**src/rtl/pipelined_adder.sv**
```systemverilog
// pipelined_adder: WIDTH-bit adder with carry-in/carry-out. The carry chain
// is split into STAGES registered chunks of CW = WIDTH/STAGES bits each.
// Operands enter and results leave through valid/ready handshakes. Any
// output stall freezes the whole pipeline.
//
// Optional feature macro: SUBTRACT_EN. When defined, a `sub` port exists.
// With sub = 1, stage 0 inverts y and the carry-in, so the result is x - y - cin.
//
// Stage k register contents:
//   a_q  - lower (k+1)*CW result bits, with the still-unused upper x bits above them
//   b_q  - the still-unused upper y bits (omitted in the final stage)
//   c_q  - carry out of chunk k
//   v_q  - valid bit, which travels with the data (bubbles included)
module pipelined_adder #(
    parameter int WIDTH  = 16,
    parameter int STAGES = 4
) (
    input  logic             clk,
    input  logic             rst,
    input  logic             in_valid,
    output logic             in_ready,
    input  logic [WIDTH-1:0] x,
    input  logic [WIDTH-1:0] y,
    input  logic             cin,
`ifdef SUBTRACT_EN
    input  logic             sub,
`endif
    output logic             out_valid,
    input  logic             out_ready,
    output logic [WIDTH-1:0] s,
    output logic             c
);

    localparam int CW = WIDTH / STAGES;

    logic             en;
    logic [WIDTH-1:0] y_eff;
    logic             cin_eff;

    // The pipeline advances whenever the output register is empty or being drained.
    // out_ready -> in_ready is the only combinational path through the block.
    assign en       = !out_valid || out_ready;
    assign in_ready = en;

`ifdef SUBTRACT_EN
    // Two's-complement subtraction: invert y and the carry-in at the pipeline entry.
    assign y_eff   = y ^ {WIDTH{sub}};
    assign cin_eff = cin ^ sub;
`else
    assign y_eff   = y;
    assign cin_eff = cin;
`endif

    for (genvar k = 0; k < STAGES; k++) begin : g_stage
        localparam int LO = k * CW;        // first operand bit added in this stage
        localparam int HI = (k + 1) * CW;  // bits consumed once this stage is done

        logic [WIDTH-1:0]    a_in;
        logic [WIDTH-LO-1:0] b_in;
        logic                c_in;
        logic                v_in;
        logic [CW-1:0]       chunk_sum;
        logic                chunk_carry;
        logic [WIDTH-1:0]    a_nxt;
        logic [WIDTH-1:0]    a_q;
        logic                c_q;
        logic                v_q;

        if (k == 0) begin : g_src
            assign a_in = x;
            assign b_in = y_eff;
            assign c_in = cin_eff;
            assign v_in = in_valid;
        end else begin : g_src
            assign a_in = g_stage[k-1].a_q;
            assign b_in = g_stage[k-1].g_ops.b_q;
            assign c_in = g_stage[k-1].c_q;
            assign v_in = g_stage[k-1].v_q;
        end

        // Chunk add for this stage: CW operand bits plus the carry from the previous stage.
        assign {chunk_carry, chunk_sum} = {1'b0, a_in[LO +: CW]}
                                        + {1'b0, b_in[CW-1:0]}
                                        + {{CW{1'b0}}, c_in};

        // Merge the new chunk sum into the word that carries the finished bits and the pending x bits.
        always_comb begin
            // NOTE: assign a full default first so no path leaves a_nxt unassigned, which would infer a latch.
            a_nxt           = a_in;
            a_nxt[LO +: CW] = chunk_sum;
        end

        // Stage register: loads on advance, holds on stall, and clears on reset.
        always_ff @(posedge clk) begin
            // NOTE: state updates are non-blocking, so every stage samples its predecessor's old value on the same edge.
            if (rst) begin
                v_q <= 1'b0;
                c_q <= 1'b0;
                a_q <= '0;
            end else if (en) begin
                v_q <= v_in;
                c_q <= chunk_carry;
                a_q <= a_nxt;
            end
        end

        if (k < STAGES - 1) begin : g_ops
            logic [WIDTH-HI-1:0] b_q;

            // Forward the y bits that later stages still need.
            always_ff @(posedge clk) begin
                if (rst) begin
                    b_q <= '0;
                end else if (en) begin
                    b_q <= b_in[WIDTH-LO-1:CW];
                end
            end
        end
    end

    // The final stage register is the output.
    assign out_valid = g_stage[STAGES-1].v_q;
    assign s         = g_stage[STAGES-1].a_q;
    assign c         = g_stage[STAGES-1].c_q;

endmodule

```
**config.mk**
```make
export PLATFORM = sky130hd
export DESIGN_NAME = pipelined_adder
export DESIGN_NICKNAME = d
export VERILOG_FILES = /design/src/rtl/pipelined_adder.sv
export SDC_FILE = /design/constraint.sdc
export NUM_CORES = 1
export LEC_CHECK = 0
export CORE_MARGIN = 2
export CORE_UTILIZATION = 44
export CTS_BUF_LIST = sky130_fd_sc_hd__clkbuf_8
export DETAILED_ROUTE_END_ITERATION = 10
export PLACE_DENSITY = 0.78
export SYNTH_ARGS = -nofsm -noshare
export SYNTH_HDL_FRONTEND = slang
export SYNTH_SLANG_ARGS = --single-unit
```
**constraint.sdc**
```tcl
create_clock -name clk -period 5.28 [get_ports clk]
set_input_delay 1.32 -clock clk [delete_from_list [all_inputs] [get_ports clk]]
set_output_delay 1.32 -clock clk [all_outputs]
set_load 0.005 [all_outputs]
```
Yosys cells after proc, flatten, opt, wreduce, memory -nomap -nowiden
Cells that the tools add are included.
- flip-flop bits (word level): 96
- bits in latches: 0
- RAM bits: 0
- ROM bits: 0
- bits of input ports: 37
- output and inout port bits: 19
- word-level logic and storage cells: 25
- memories kept: 0
- add/subtract/negate cells: 8
- multipliers: 0
- div/mod/pow operators: 0
- magnitude comparators: 0
- equal/unequal tests: 0
- shift-type cells: 0
- muxes and demuxes: 0
- bitwise operators: 0
- reductions and logical operators: 2
- operator list (kind ; number):
    $add 4x4->5 ; 4
    $add 5x1->5 ; 4
    $logic_not 1->1 ; 1
    $logic_or 1x1->1 ; 1

Depth between registers and ports, before layout
Gate-level depths: netlist of run 1.
- depth after elaboration: 2
- gate-level depth with buffers: 7

Worst setup path before layout of run 1
OpenSTA, ideal clock, no wires.
- path kind: input to output
- start point: in out_ready
- end point: out in_ready
- arrival: 1718 ps
- required time: 3960 ps
- setup slack: 2242 ps
- cell stages on the path: 4
- path buffers: 2
- cells stage by stage: nor2b_4 buf_6 inv_8 buf_6
- longest elaborated chain between the ends: 1
- RTL lines (item ; line ; text):
    start: declaration ; 29 ; input logic out_ready,
    $logic_or 1x1->1 ; 42 ; assign en = !out_valid || out_ready;
    end: declaration ; 21 ; output logic in_ready,
Every way passes these cells.

Worst setup path after layout of run 1
Same ends and word-level chain as after synthesis.

==> results of run 1 <==
-- flip-flops by register name, indices dropped and copies added (netlist names) --
name	flops
c	1
g_stage.g_ops.b_q	24
g_stage.v_q	3
g_stage.a_q	48
g_stage.c_q	3
s	16
out_valid	1
-- power groups by stage --
stage,clock network [mW],registers [mW],logic [mW]
after floorplan,0,0.798,0.0940
after global placement,0,0.801,0.138
after detailed placement,0,0.803,0.143
after CTS,0.562,0.786,0.144
after global routing,0.591,0.790,0.160
final,0.553,0.785,0.142
-- per-stage QoR --
stage	hold slack [ns]	util, %
2_1_floorplan	0.432	-
3_3_place_gp	0.438	49.7
3_5_place_dp	0.444	49.7
4_1_cts	0.455	52.3
5_1_grt	0.466	52.3
6_report	0.450	52.3
-- worst max-delay path by stage --
stage / to / cells past startpoint
floorplan: in_ready / 4
global placement: in_ready / 4
detailed placement: in_ready / 4
CTS: in_ready / 4
global route: in_ready / 4
finish: in_ready / 4
-- cells in the mapped netlist --
library cell / count / area [um2]
nor2_1: 13 / 48.8
fa_1: 8 / 160
buf_2: 11 / 55.1
dfxtp_1: 96 / 1920
nor2b_4: 1 / 13.8
inv_8: 1 / 11.3
a21o_1: 4 / 30.0
ha_1: 12 / 150
a21oi_2: 21 / 184
buf_6: 10 / 113
inv_1: 11 / 41.3
nand3b_1: 6 / 45.0
a211oi_1: 8 / 60.1
buf_8: 2 / 30.0
buf_12: 3 / 60.1
nand2b_1: 3 / 18.8
or3_1: 3 / 18.8
xnor2_1: 4 / 35.0
o211ai_1: 3 / 22.5
o211ai_2: 1 / 12.5
nor3_1: 1 / 5.00
a21oi_1: 65 / 325
a2111o_1: 4 / 45.0
o21ai_0: 3 / 15.0
a221oi_2: 1 / 15.0
clkbuf_1: 5 / 18.8
buf_4: 1 / 7.51
nand2_1: 145 / 544
nand2_2: 20 / 125
nor2b_1: 3 / 18.8
-- layer usage --
layer / vias to the layer above / share of wire [%]
met5: - / 0
met4: 0 / 1.7
met3: 10 / 3.6
met2: 49 / 45
met1: 1390 / 49
li1: 1603 / -
-- critical path, stage by stage --
cell	delay [ns]
clkdlybuf4s50_1	0.45
nor2b_4	0.19
inv_8	0.04
clkdlybuf4s50_1	0.44
-- logic make-up (layout without fill, tap and decap cells) --
| logic type | Yosys count | count (layout) |
|---|---|---|
| xor+xnor | 4 | 4 |
| compound gates | 110 | 110 |
| fa+ha+maj | 20 | 20 |
| flops | 96 | 96 |
| buf+inv | 44 | 85 |
| simple gates | 195 | 195 |
-- cell type report --
type / count / area, um2 / area share, %
clock buffers: 9 / 124 / 2.58
clock inverters: 7 / 113 / 2.34
inverters: 12 / 52.6 / 1.09
multi-input cells: 329 / 1890 / 39.4
flip-flops and latches: 96 / 1920 / 40.0
well taps: 111 / 139 / 2.89
repair buffers: 57 / 563 / 11.7
==> results.sh, run 1 <==
export IMPL_syn_nets=526
export IMPL_grt_busiest_layer="met2"
export IMPL_drive_gt1_share_pct=12.2
export IMPL_postRouteAntennaNets=0
export IMPL_crit_required_ns=3.96
export IMPL_ff2ff_path_depth=5
export IMPL_power_density_nw_per_um2=308
export IMPL_gr_total_overflow=0
export IMPL_clock_path_buffers=2
export IMPL_ios=56
export IMPL_numPortBuffers=55
export IMPL_place_area_um2=4570
export IMPL_syn2layout_area_growth_pct=15.8
export IMPL_path_class="in -> out"
export IMPL_worstSkewPairLatency_ns=0.36
export IMPL_ff2ff_setup_slack_ns=3.37
export IMPL_p_leak_nw=1.83
export IMPL_slew_violations=0
export IMPL_min_path_cells=2
export IMPL_core_um2=9200
export IMPL_syn_avg_cell_area_um2=8.85
export IMPL_internal_power_mw=1.15
export IMPL_hold_viol=0
export IMPL_critical_path_peak_fanout=2
export IMPL_met2_usage_pct=25.1
export IMPL_post_cts_hold_buffer_count=0
export IMPL_fmax_mhz=266
export IMPL_crit_start="out_ready"
export IMPL_netlist_area_um2=4150
export IMPL_yosysUniqueCellTypes=30
export IMPL_routabilityCongestion=0.799
export IMPL_cts_sinks=96
export IMPL_p_clk_share_pct=37.4
export IMPL_num_vias=3052
export IMPL_synth_seq_cells=96
export IMPL_grt_max_degree=105
export IMPL_dp_cells=605
export IMPL_fin_cells=621
export IMPL_period_minus_slack_ns=3.76
export IMPL_status="finished clean"
export IMPL_holdPathEnd="g_stage[2].g_ops.b_q[3]"
export IMPL_hold_class="reg -> reg"
export IMPL_fin_crit_sh_pct=71.2
export IMPL_finalNetCount=562
export IMPL_post_place_ws_ns=1.51
export IMPL_cap_viol_max_count=0
export IMPL_synthSimpleGateAreaFrac_pct=20.2
export IMPL_die_area_um2=10200
export IMPL_synth_top_family_by_area="simple AND/OR/NAND/NOR gates"
export IMPL_tightest_slew_ns=1.12
export IMPL_layout_commonest_cell="nand2_1"
export IMPL_synth_fa_ha_area_share_pct=7.47
export IMPL_cts_resized=0
export IMPL_muxShareOfSynthArea_pct=0
export IMPL_switching_share_pct=22.4
export IMPL_initial_core_util_pct=45.1
export IMPL_antenna_found_initial=0
export IMPL_grt_pass1_wl_um=12400
export IMPL_cts_made_buffers=9
export IMPL_vdd_drop_max_v=0.000115
export IMPL_slew_headroom_pct=25.5
export IMPL_rsz0062_at_grt="no"
export IMPL_cp_end_kind="output port"
export IMPL_reg2reg_to="c"
export IMPL_p_total_mw=1.48
export IMPL_firstDrtPassIters=6
export IMPL_grt_use_total_pct=15.0
export IMPL_row_count=35
export IMPL_r2r_start="g_stage[2].a_q[12]"
export IMPL_via_per_inst=4.91
export IMPL_startpoint_type="input pin"
export IMPL_critPathArrivalTime_ns=2.44
export IMPL_grtUsageMet3_pct=3.11
export IMPL_grt_pass1_vias=2841
export IMPL_cts_htree_levels=3
export IMPL_p_switching_mw=0.332
export IMPL_hpwl_um=4790
export IMPL_tns_ns=0
export IMPL_wire_per_inst_um=12.0
export IMPL_num_antenna_cells=0
export IMPL_drtIter0Drc=127
export IMPL_postCtsSetupRepairBufs=0
export IMPL_stdcell_area_um2=4810
export IMPL_power_frac_comb_pct=9.6
export IMPL_syn_inst=469
export IMPL_cts_tree="yes"
export IMPL_die_w_um=101
export IMPL_use_met1_pct=19.0
export IMPL_routed_wl_um=7440
export IMPL_yosysWarnings=0
export IMPL_seq_area_frac_synth_pct=46.3
export IMPL_fillers=850
export IMPL_clk_pin_slew_worst_paths_ns=0.09
export IMPL_layout_common_cells="145 x nand2_1, 96 x dfxtp_1, 65 x a21oi_1"
export IMPL_synth_compound_area_share_pct=17.1
export IMPL_drc=0
export IMPL_power_frac_seq_pct=53.0
export IMPL_finClkSkew_ns=0.0119
export IMPL_worstHoldStart="g_stage[1].g_ops.b_q[7]"
export IMPL_finalSetupViolCount=0
export IMPL_synth_xor_area_share_pct=0.844
export IMPL_setup_slack_ns=1.52
export IMPL_fp_dieH_um=101
export IMPL_clock_root_buffer="clkbuf_8"
Note: power is estimated with default switching activity, not from simulation.
==> inputs of run 2 (changes only) <==
==> constraint.sdc (replaced) <==
create_clock -name clk -period 3.5 [get_ports clk]
set_input_delay 0.875 -clock clk [delete_from_list [all_inputs] [get_ports clk]]
set_output_delay 0.875 -clock clk [all_outputs]
set_load 0.005 [all_outputs]
==> run 2 against run 1 <==
Cell area increased by 0.21%. Critical path depth did not move. Register-to-register slack worse by 1.7 ns. Total power grew 49%. Via count increased by 1.1%. Sequential power is 52% higher. Combinational power up 52%. Sequential cell count unchanged. First-iteration DRC count is 13% higher. Global-route usage rose by 0.92 points. Non-clock buffer count up 2. Worst hold slack better by 0.0014 ns. Critical path type unchanged. Critical endpoint unchanged. Largest power group unchanged.
==> results.sh, run 2 (synthesized netlist as in run 1, its figures left out) <==
export IMPL_hold_viol=0
export IMPL_routabilityCongestion=0.798
export IMPL_hpwl_um=4860
export IMPL_initial_core_util_pct=45.1
export IMPL_critical_path_peak_fanout=2
export IMPL_row_count=35
export IMPL_period_minus_slack_ns=2.88
export IMPL_finalSetupViolCount=0
export IMPL_cts_htree_levels=3
export IMPL_dp_cells=607
export IMPL_fp_dieH_um=101
export IMPL_die_w_um=101
export IMPL_reg2reg_to="c"
export IMPL_post_cts_hold_buffer_count=0
export IMPL_slew_headroom_pct=31.6
export IMPL_post_place_ws_ns=0.612
export IMPL_cts_made_buffers=9
export IMPL_drc=0
export IMPL_min_path_cells=2
export IMPL_routed_wl_um=7570
export IMPL_die_area_um2=10200
export IMPL_fin_crit_sh_pct=82.3
export IMPL_r2r_start="g_stage[2].a_q[12]"
export IMPL_finalNetCount=564
export IMPL_power_density_nw_per_um2=459
export IMPL_status="finished clean"
export IMPL_clock_path_buffers=2
export IMPL_numPortBuffers=55
export IMPL_finClkSkew_ns=0.00844
export IMPL_cts_tree="yes"
export IMPL_worstSkewPairLatency_ns=0.36
export IMPL_grt_pass1_wl_um=12900
export IMPL_p_leak_nw=1.84
export IMPL_crit_required_ns=2.62
export IMPL_syn2layout_area_growth_pct=16.0
export IMPL_layout_commonest_cell="nand2_1"
export IMPL_layout_common_cells="145 x nand2_1, 96 x dfxtp_1, 65 x a21oi_1"
export IMPL_core_um2=9200
export IMPL_hold_class="reg -> reg"
export IMPL_grt_max_degree=100
export IMPL_critPathArrivalTime_ns=2.00
export IMPL_worstHoldStart="s[1]"
export IMPL_path_class="in -> out"
export IMPL_largest_reg_flops=48
export IMPL_via_per_inst=4.96
export IMPL_rsz0062_at_grt="no"
export IMPL_cp_end_kind="output port"
export IMPL_tns_ns=0
export IMPL_cap_viol_max_count=0
export IMPL_postCtsSetupRepairBufs=0
export IMPL_holdPathEnd="s[1]"
export IMPL_fin_cells=623
export IMPL_tightest_slew_ns=1.03
export IMPL_largest_register="g_stage.a_q"
export IMPL_gr_total_overflow=0
export IMPL_ff2ff_setup_slack_ns=1.65
export IMPL_slew_violations=0
export IMPL_wire_per_inst_um=12.2
export IMPL_num_antenna_cells=0
export IMPL_grt_use_total_pct=15.9
export IMPL_vdd_drop_max_v=0.000167
export IMPL_cts_sinks=96
export IMPL_fillers=844
export IMPL_grt_pass1_vias=2906
export IMPL_clock_root_buffer="clkbuf_8"
export IMPL_antenna_found_initial=0
export IMPL_postRouteAntennaNets=0
export IMPL_ff2ff_path_depth=5
export IMPL_num_vias=3087
export IMPL_firstDrtPassIters=4
export IMPL_clk_pin_slew_worst_paths_ns=0.09
export IMPL_holdWs_ns=0.451
export IMPL_cts_resized=0
export IMPL_setup_slack_ns=0.620
export IMPL_fmax_mhz=347
export IMPL_drive_gt1_share_pct=12.7
export IMPL_ios=56
export IMPL_drtIter0Drc=143
export IMPL_startpoint_type="input pin"
-- run 2: changes by cell type in the layout (fill, tap and decap cells not counted), sizes merged --
| cell | change |
|---|---|
| buf | +2 |
| bufinv | -1 |
| clkbuf | +2 |
| clkinv | +1 |
| clkinvlp | -1 |
| inv | -1 |
-- run 2: final cells by class --
type                    instances  area [um2]  area share, %
clock buffers                  11         151           3.14
repair buffers                 59         578           12.0
inverters                      12        52.6           1.09
well taps                     111         139           2.88
multi-input cells             329        1890           39.3
clock inverters                 5        80.1           1.66
flip-flops and latches         96        1920           39.9
-- run 2: worst max-delay path by stage --
stage | start | to | slack (ns) | depth (start not counted)
2_1_floorplan | out_ready | in_ready | 1.35 | 4
3_3_place_gp | out_ready | in_ready | 0.61 | 4
3_5_place_dp | out_ready | in_ready | 0.61 | 4
4_1_cts | out_ready | in_ready | 0.61 | 4
5_1_grt | out_ready | in_ready | 0.57 | 4
6_report | out_ready | in_ready | 0.62 | 4
-- run 2: through the flow --
stage | power, mW | util [%] | cell area [um2]
4_1_cts | 2.23 | 52.4 | 4820
3_3_place_gp | 1.42 | 49.9 | 4580
2_1_floorplan | 1.35 | - | 4150
6_report | 2.21 | 52.4 | 4820
5_1_grt | 2.32 | 52.4 | 4820
3_5_place_dp | 1.43 | 49.9 | 4580
-- run 2: report_power, final --
group	total [mW]	internal, mW	switching, mW
sequential	1.19	1.15	0.0336
clock	0.809	0.440	0.368
combinational	0.216	0.114	0.102
-- run 2: per-layer routing --
layer	track usage, %	part of all wire (%)	vias up
met4	6.24	1.6	0
li1	-	-	1607
met3	4.76	4.3	8
met5	0	0	-
met1	20.3	48	1422
met2	25.5	46	50
-- run 2: worst max-delay path, cell delays in order --
cell,delay (ns)
clkdlybuf4s50_1,0.44
nor2b_4,0.21
inv_8,0.04
clkdlybuf4s50_1,0.44
==> inputs of run 3 (changes only) <==
==> constraint.sdc (replaced) <==
create_clock -name clk -period 2.7 [get_ports clk]
set_input_delay 0.675 -clock clk [delete_from_list [all_inputs] [get_ports clk]]
set_output_delay 0.675 -clock clk [all_outputs]
set_load 0.005 [all_outputs]
==> run 3 against run 2 <==
Sequential power is 29% higher. Clock power increased by 9.0%. Cell area is 0.42% lower. Sequential cell count unchanged. Worst setup slack worse by 0.44 ns. Non-clock buffer count did not move. Critical endpoint unchanged. Highest routed layer unchanged.
==> results.sh, run 3 (synthesized netlist as in run 1, its figures left out) <==
export IMPL_place_area_um2=4610
export IMPL_critPathArrivalTime_ns=1.85
export IMPL_cts_tree="yes"
export IMPL_postRouteAntennaNets=0
export IMPL_via_per_inst=4.96
export IMPL_fin_crit_sh_pct=93.5
export IMPL_finalNetCount=564
export IMPL_finalSetupViolCount=0
export IMPL_numPortBuffers=55
export IMPL_clock_root_buffer="clkbuf_8"
export IMPL_routabilityCongestion=0.804
export IMPL_ff2ff_setup_slack_ns=0.81
export IMPL_grt_use_total_pct=15.6
export IMPL_die_area_um2=10200
export IMPL_worstSkewPairLatency_ns=0.37
export IMPL_num_vias=3093
export IMPL_wire_per_inst_um=12.3
export IMPL_grt_pass1_wl_um=12800
export IMPL_power_density_nw_per_um2=563
export IMPL_p_leak_nw=1.83
export IMPL_cts_sinks=96
export IMPL_path_class="in -> out"
export IMPL_drc=0
export IMPL_largest_reg_flops=48
export IMPL_stdcell_area_um2=4800
export IMPL_die_w_um=101
export IMPL_critPathMostFrequentCell="clkdlybuf4s50_1"
export IMPL_slowest_delay_ns=0.44
export IMPL_grt_max_degree=100
export IMPL_fp_dieH_um=101
export IMPL_grt_pass1_vias=2785
export IMPL_routed_wl_um=7670
export IMPL_slew_violations=0
export IMPL_crit_slowest_cell="clkdlybuf4s50_1"
export IMPL_drtIter0Drc=167
export IMPL_ios=56
export IMPL_drive_gt1_share_pct=12.9
export IMPL_cts_htree_levels=3
export IMPL_initial_core_util_pct=45.1
export IMPL_vdd_drop_max_v=0.000267
export IMPL_firstDrtPassIters=6
export IMPL_cp_end_kind="output port"
export IMPL_syn2layout_area_growth_pct=15.5
export IMPL_crit_required_ns=2.03
export IMPL_fillers=886
export IMPL_layout_commonest_cell="nand2_1"
export IMPL_rsz0062_at_grt="no"
export IMPL_worstPathBufferInverterCount=3
export IMPL_period_minus_slack_ns=2.52
export IMPL_fmax_mhz=396
export IMPL_tns_ns=0
export IMPL_num_antenna_cells=0
export IMPL_clock_path_buffers=2
export IMPL_slew_headroom_pct=50.8
export IMPL_clk_pin_slew_worst_paths_ns=0.10
export IMPL_tightest_slew_ns=0.739
export IMPL_finish_utilization_pct=52.1
export IMPL_path_cells="clkdlybuf4s50_1 > nor2b_4 > inv_8 > clkdlybuf4s50_1"
export IMPL_postCtsSetupRepairBufs=0
export IMPL_hold_class="reg -> reg"
export IMPL_hpwl_um=5090
export IMPL_cap_viol_max_count=0
export IMPL_core_um2=9200
export IMPL_antenna_found_initial=0
export IMPL_critPathTopFamily="buffers and inverters"
export IMPL_largest_register="g_stage.a_q"
export IMPL_finClkSkew_ns=0.0115
export IMPL_gr_total_overflow=0
export IMPL_status="finished clean"
export IMPL_cts_resized=0
export IMPL_cts_made_buffers=9
export IMPL_critical_path_peak_fanout=2
export IMPL_row_count=35
export IMPL_layout_common_cells="145 x nand2_1, 96 x dfxtp_1, 65 x a21oi_1"
export IMPL_startpoint_type="input pin"
export IMPL_hold_viol=0
export IMPL_post_cts_hold_buffer_count=0
run 3: final cells by class:
| cell class | count | area (um2) | area share, % |
|---|---|---|---|
| inverters | 12 | 52.6 | 1.10 |
| repair buffers | 59 | 603 | 12.6 |
| clock buffers | 9 | 124 | 2.58 |
| flip-flops and latches | 96 | 1920 | 40.1 |
| multi-input cells | 329 | 1890 | 39.5 |
| clock inverters | 7 | 62.6 | 1.30 |
| well taps | 111 | 139 | 2.90 |
run 3: per-stage QoR:
| stage | std cells | total power [mW] | hold slack [ns] | setup slack, ns |
|---|---|---|---|---|
| 2_1_floorplan | 469 | 1.74 | 0.432 | 0.867 |
| 3_5_place_dp | 607 | 1.86 | 0.444 | 0.163 |
| 5_1_grt | 623 | 2.83 | 0.469 | 0.144 |
| 6_report | 623 | 2.70 | 0.451 | 0.176 |
| 3_3_place_gp | 607 | 1.84 | 0.438 | 0.163 |
| 4_1_cts | 623 | 2.73 | 0.454 | 0.163 |
run 3: power breakdown:
| group | leakage [nW] | internal, mW | total (mW) | switching, mW |
|---|---|---|---|---|
| Sequential | 0.789 | 1.49 | 1.54 | 0.0437 |
| Clock | 0.0980 | 0.355 | 0.882 | 0.527 |
| Combinational | 0.945 | 0.149 | 0.283 | 0.134 |
| Total | 1.83 | 2.00 | 2.70 | 0.704 |
run 3: layer usage:
metal / GRT usage [%] / share of wire (%)
met2: 24.5 / 47
met5: 0 / 0
met1: 21.0 / 46
met3: 2.76 / 4.4
met4: 7.17 / 1.8
run 3: path summary, 6_finish.rpt:
path                                         start                 to  cells after the start
worst max register to register  g_stage[2].a_q[12]                  c                      5
worst max-delay path                     out_ready           in_ready                      4
worst min-delay path             g_stage[1].a_q[5]  g_stage[2].a_q[5]                      2
worst min register to register   g_stage[1].a_q[5]  g_stage[2].a_q[5]                      2
run 3: worst min-delay path, cell delays in order, from the launching register on:
cell,delay (ns)
dfxtp_1,0.33
nand2_2,0.06
a21oi_2,0.04
